==> src/rtl/pc_sequencer.sv <==
// Instruction sequencer: owns PC D/enable and walks IDLE/INIT/FETCH/EXEC/WAIT/HALT.
// PC updates land one half-cycle after each rising edge; FETCH stalls on mem_ready, WAIT stalls on exec_done.
module pc_sequencer #(
  parameter logic [15:0] RESET_VECTOR  = 16'h3000,
  parameter logic [7:0]  HALT_TRAPVECT = 8'h25
) (
  input  logic        clk,
  input  logic        reset,
  input  logic        start,
  input  logic [15:0] pc_q,
  output logic [15:0] pc_d,
  output logic        pc_en,
  output logic        mem_req,
  output logic [15:0] mem_addr,
  input  logic        mem_ready,
  input  logic [15:0] mem_data,
  input  logic [2:0]  nzp,
  output logic [2:0]  base_sel,
  input  logic [15:0] base_val,
  output logic        link_we,
  output logic [15:0] link_val,
  output logic        exec_start,
  input  logic        exec_done,
  output logic [15:0] ir,
  output logic        busy,
  output logic        halted
);

  typedef enum logic [2:0] {
    S_IDLE  = 3'd0,
    S_INIT  = 3'd1,
    S_FETCH = 3'd2,
    S_EXEC  = 3'd3,
    S_WAIT  = 3'd4,
    S_HALT  = 3'd5
  } state_t;

  localparam logic [3:0] OP_BR   = 4'b0000;
  localparam logic [3:0] OP_JSR  = 4'b0100;
  localparam logic [3:0] OP_JMP  = 4'b1100;
  localparam logic [3:0] OP_TRAP = 4'b1111;

  state_t      state_q, state_d;
  logic [15:0] ir_q, ir_d;
  logic        busy_q, halted_q;

  logic [3:0]  opcode;
  logic [15:0] off9, off11;
  logic        br_taken;
  logic        is_halt_trap;

  assign opcode       = ir_q[15:12];
  assign off9         = {{7{ir_q[8]}}, ir_q[8:0]};
  assign off11        = {{5{ir_q[10]}}, ir_q[10:0]};
  assign br_taken     = |(ir_q[11:9] & nzp);
  assign is_halt_trap = (ir_q[7:0] == HALT_TRAPVECT);

  always_comb begin
    state_d    = state_q;
    ir_d       = ir_q;
    pc_d       = 16'h0000;
    pc_en      = 1'b0;
    link_we    = 1'b0;
    exec_start = 1'b0;

    case (state_q)
      S_IDLE: begin
        if (start) state_d = S_INIT;
      end
      S_INIT: begin
        pc_en   = 1'b1;
        pc_d    = RESET_VECTOR;
        state_d = S_FETCH;
      end
      S_FETCH: begin
        if (mem_ready) begin
          ir_d    = mem_data;
          pc_en   = 1'b1;
          pc_d    = pc_q + 16'd1;
          state_d = S_EXEC;
        end
      end
      S_EXEC: begin
        // pc_q already holds the incremented PC here.
        state_d = S_FETCH;
        case (opcode)
          OP_BR: begin
            pc_en = br_taken;
            pc_d  = pc_q + off9;
          end
          OP_JMP: begin
            pc_en = 1'b1;
            pc_d  = base_val;
          end
          OP_JSR: begin
            link_we = 1'b1;
            pc_en   = 1'b1;
            pc_d    = ir_q[11] ? (pc_q + off11) : base_val;
          end
          OP_TRAP: begin
            if (is_halt_trap) begin
              state_d = S_HALT;
            end else begin
              link_we = 1'b1;
              pc_en   = 1'b1;
              pc_d    = {8'h00, ir_q[7:0]};
            end
          end
          default: begin
            exec_start = 1'b1;
            state_d    = S_WAIT;
          end
        endcase
      end
      S_WAIT: begin
        if (exec_done) state_d = S_FETCH;
      end
      S_HALT: begin
        state_d = S_HALT;
      end
      default: begin
        state_d = S_IDLE;
      end
    endcase

    // Reset overrides everything, including a fetch completing this cycle.
    if (reset) begin
      state_d    = S_IDLE;
      ir_d       = 16'h0000;
      pc_d       = 16'h0000;
      pc_en      = 1'b0;
      link_we    = 1'b0;
      exec_start = 1'b0;
    end
  end

  always_ff @(posedge clk) begin
    if (reset) begin
      state_q  <= S_IDLE;
      ir_q     <= 16'h0000;
      busy_q   <= 1'b0;
      halted_q <= 1'b0;
    end else begin
      state_q  <= state_d;
      ir_q     <= ir_d;
      busy_q   <= (state_d != S_IDLE) && (state_d != S_HALT);
      halted_q <= (state_d == S_HALT);
    end
  end

  assign mem_req  = (state_q == S_FETCH) && !reset;
  assign mem_addr = mem_req ? pc_q : 16'h0000;
  assign base_sel = ir_q[8:6];
  assign link_val = pc_q;
  assign ir       = ir_q;
  assign busy     = busy_q;
  assign halted   = halted_q;

endmodule

==> config.mk <==
export PLATFORM = sky130hd
export DESIGN_NAME = pc_sequencer
export DESIGN_NICKNAME = d
export VERILOG_FILES = /design/src/rtl/pc_sequencer.sv
export SDC_FILE = /design/constraint.sdc
export NUM_CORES = 1
export LEC_CHECK = 0
export CAP_MARGIN = 20
export CELL_PAD_IN_SITES_DETAIL_PLACEMENT = 1
export CELL_PAD_IN_SITES_GLOBAL_PLACEMENT = 1
export CORE_ASPECT_RATIO = 0.75
export CORE_UTILIZATION = 33
export CTS_CLUSTER_DIAMETER = 60
export CTS_CLUSTER_SIZE = 20
export DETAILED_ROUTE_END_ITERATION = 8
export PLACE_DENSITY_LB_ADDON = 0.05
export SLEW_MARGIN = 10
export SYNTH_ARGS = -nofsm -noshare
export SYNTH_HDL_FRONTEND = slang
export SYNTH_SLANG_ARGS = --single-unit
==> constraint.sdc <==
create_clock -name clk -period 6.2 [get_ports clk]
set_clock_uncertainty 0.2 [all_clocks]
set_input_delay 0.62 -clock clk [delete_from_list [all_inputs] [get_ports clk]]
set_output_delay 0.62 -clock clk [all_outputs]
set_load 0.01 [all_outputs]
# Word level (Yosys, flattened, before mapping)
# Cells that the tools add are included.
# W data, S select, Z words.
# totals
regBits	21
# op_classes
eq_ne	11
n_reduce_logical	11
n_mux	25
n_bitwise	1
addsub	3
# op_table
cell	n
$mux W16	4
$pmux W16 S4	1
$pmux W16 S3	1
$add A16 B16 Y16	2
$pmux W3 S6	1
$add A16 B1 Y16 const B	1
$mux W3	5
$eq A3 B3 Y1 const B	3
$eq A4 B4 Y1 const B	2
$eq A8 B6 Y1 const B	1
$mux W1	8
$mux W8	1
$eq A3 B2 Y1 const B	2
$pmux W1 S3	2
$pmux W3 S2	1
$reduce_or A3 Y1	2
$eq A4 B3 Y1 const B	1
$logic_not A4 Y1	1
$reduce_or A4 Y1	1
$and A3 B3 Y3	1
$eq A3 B1 Y1 const B	1
$logic_not A3 Y1	1
$ne A3 B3 Y1 const B	1
$reduce_bool A3 Y1	1
5 further kinds	6

# Longest topological paths before layout
# depth
ltp_word	7
depth_mapped	10

# Worst setup path after synthesis
# OpenSTA, ideal clock, no wires.
# synth_timing
path_kind	input to output
startpoint	in pc_q[0]
endpoint	out pc_d[12]
path_buffers	0
required_time_ns	5.380
stages	10
path_slack_ns	2.886
arrival_time_ns	2.494
cell_sequence	ha_1 > inv_1 > fa_1 > nor2b_1 > o2111ai_1 > a32oi_1 > a31oi_1 > xnor2_1 > a221oi_2 > a21oi_1
# synth_via
elab_chain_cells	5
elab_cells_between_ends	8
classes_between	3 x add/sub; 5 x mux
# synth_lines
element	line_no	rtl
start: declaration	10	input logic [15:0] pc_q,
$add A16 B16 Y16	98	pc_d = ir_q[11] ? (pc_q + off11) : base_val;
$mux W16	98	
$pmux W16 S4	86	case (opcode)
$pmux W16 S3 *	66	case (state_q)
$mux W16 *	127	if (reset) begin
end: declaration	11	output logic [15:0] pc_d,
# Every way passes the cells marked *; elsewhere a longest branch is shown, timed or not.

# Worst setup path after layout
# Ends and elaborated chain as after synthesis.

==> out/results.tsv <==
metric	value	unit
path_buf_inv	3	
synth-edff-count	0	
end_kind	primary output	
grtUsageTotal	0.2592	
yosysTopAreaCell	dfxtp_1	
hold_viol	0	
r2r_start	ir[15]$_SDFFE_PP0P_	
die_height	85.88	microns
drive_gt1_frac	0.04511	
period_share	0.7794	
cts_setup_buffers	0	
synth_seq_cells	21	
placed_area	0.004334	sq mm
wl_per_cell	19.11	microns
rrSetupSlack	3860	ps
wl	12.61	mm
synth_most_common_cell	nand2_1	
cp_slowest_cell	clkdlybuf4s50_1	
synth_area_per_cell	7.132	sq um
hold_end	ir[3]$_SDFFE_PP0P_	
synth_nets	513	
maxSlewViolCount	0	
antenna_found_initial	0	
die_w	113.8	microns
syn_to_final_growth	43.01	%
min_from	ir[3]$_SDFFE_PP0P_	
insertion_delay	270	ps
cts.repair.resized	0	
synthTopCellsByCount	nand2_1, a21oi_1, nor2_1	
worst_setup_path_start_kind	input pin	
yosysWarningCount	0	
fp-row-count	30	
dpl.hpwl	10.24	mm
period_minus_slack	4832	ps
die-area	0.009776	sq mm
vias	3696	
postRouteAntennaNets	0	
start_util	0.3408	
crit_chain	clkdlybuf4s50_1 -> ha_1 -> inv_1 -> fa_1 -> nor2b_1 -> o2111ai_1 -> a32oi_1 -> a31oi_1 -> xnor2_1 -> a221oi_2 -> a21oi_1 -> clkdlybuf4s50_1	
crit_top_cell	clkdlybuf4s50_1	
yosysSeqAreaShare	0.1358	
final_area	0.004427	sq mm
path_class	in2out	
synthesis.area	0.003095	sq mm
max_slew_margin	0.3659	
grt_setup_unrepaired	false	
dr.pass1.iters	5	
clockBufferDepth	2	
nFillCells	1170	
crit_fanout	8	
tightest_slew	951.2	ps
setup_viol	0	
drt-initial-drc-count	383	
cts_root_buffer	clkbuf_16	
hold_path_class	reg2reg	
tns	0	ps
io_pins	129	
drc	0	
synthCells	434	
cts_tree	done	
ys_types	68	
synth_async_sr_flop_share	0	
multi_input_comb_area	0.002401	sq mm
grt_pass1_vias	3578	
r2r-end	state_q[1]$_SDFF_PP0_	
nNetsFinal	612	
clkSlewWorstSetupHoldPaths	70	ps
critPathLaunch	pc_q[0]	
grt_max_degree	25	
max_freq	0.2069	GHz
gp_congestion	0.9131	
port_buffers	128	
regArea	420.4	sq um
crit_family	buffers and inverters	
viasPerCell	5.600	
postCtsHoldBufs	0	
cts_buffers	3	
critPathMaxStageDelay	650	ps
netlist.area_leader.share	0.1358	
worstPathArrival	4010	ps
design.core.area	0.009084	sq mm
htreeDepth	1	
vdd_drop_max	0.08363	mV
overflow	0	
grt_pass1_wl	19.65	mm
cts_sinks	21	
hold_depth	2	
status	complete, no violations	
critical_path_required	5380	ps
p_leak	1.626	nW
power_density	133.8	mW/mm^2
ff2ff_path_depth	6	
antenna_cells	0	
synth_ff_type	dfxtp_1	
cap_violations	0	
ys_top_cells_by_area	dfxtp_1, ha_1, nand2_1	
## sequential cells by signal, indices dropped and copies added (netlist names)
| name | flops |
|---|---|
| busy | 1 |
| halted | 1 |
| ir | 16 |
| state_q | 3 |
## area by class of cell
type,count,share of cell area
clock buffers,3,0.01696
inverters,11,0.009327
repair buffers,134,0.2985
well taps,128,0.03618
clock inverters,1,0.001696
flip-flops and latches,21,0.09497
multi-input cells,362,0.5424
## where the power goes
| group | switching (mW) | internal [mW] |
|---|---|---|
| combinational | 0.146 | 0.137 |
| sequential | 0.0180 | 0.142 |
| clock | 0.0614 | 0.0878 |
| total | 0.225 | 0.367 |
## metrics by stage
step / hold WS (ps) / worst slack [ps] / power [mW] / utilization / std cells
2_1_floorplan: 307.5 / 2886 / 0.3165 / - / 434
6_report: 329.7 / 1368 / 0.5923 / 0.4873 / 660
3_5_place_dp: 315.6 / 1383 / 0.4418 / 0.4771 / 654
5_1_grt: 358.3 / 1203 / 0.6258 / 0.4873 / 660
3_3_place_gp: 301.7 / 1497 / 0.4387 / 0.4771 / 654
4_1_cts: 325.1 / 1368 / 0.5931 / 0.4862 / 658
## routing by layer
layer  global-route usage  part of all wire  vias up
met5                    0                 0        -
met4              0.03306            0.0068        0
met3              0.04170             0.071       11
met2               0.3880              0.42      133
met1               0.3949              0.50     1778
li1                     -                 -     1774
## cells in the final DEF, fill, tap and decap left out, drive strengths merged, types with 7 or more instances in the layout
cell | netlist | final
nor2b | 7 | 7
a222oi | 9 | 9
nor4 | 9 | 9
a21oi | 41 | 41
clkdlybuf4s50 | 0 | 128
xnor2 | 19 | 19
nand3 | 12 | 12
and2 | 18 | 18
nor2 | 37 | 37
a21o | 8 | 8
inv | 11 | 11
xor2 | 14 | 14
ha | 22 | 22
nand4 | 7 | 7
nand2 | 62 | 62
a31oi | 9 | 9
dfxtp | 21 | 21
o21ai | 16 | 16
## kinds of logic after synthesis
kind of cell | synth area share
AND/OR/NAND/NOR | 0.2967
AO/OA/AOI/OAI | 0.2761
buffers and inverters | 0.08973
XOR/XNOR | 0.09337
adder cells (fa/ha/maj) | 0.09539
flip-flops | 0.1358
multiplexers | 0.01294
## worst reg2reg max path, stage by stage, from the launching register on
cell     delay, ps
dfxtp_1        540
and4_1         470
a21o_1         260
nand3_1        410
inv_1          240
a21oi_1         80
nor2_1          80
## how the worst max path moves through the flow
stage,to,slack [ps],depth (start not counted)
final,pc_d[12],1370,12
after global routing,pc_d[12],1200,12
after CTS,pc_d[12],1370,12
after detailed placement,pc_d[12],1380,12
after global placement,pc_d[12],1500,12
after floorplan,pc_d[12],2890,10
Power figures use the tool's default switching activity.
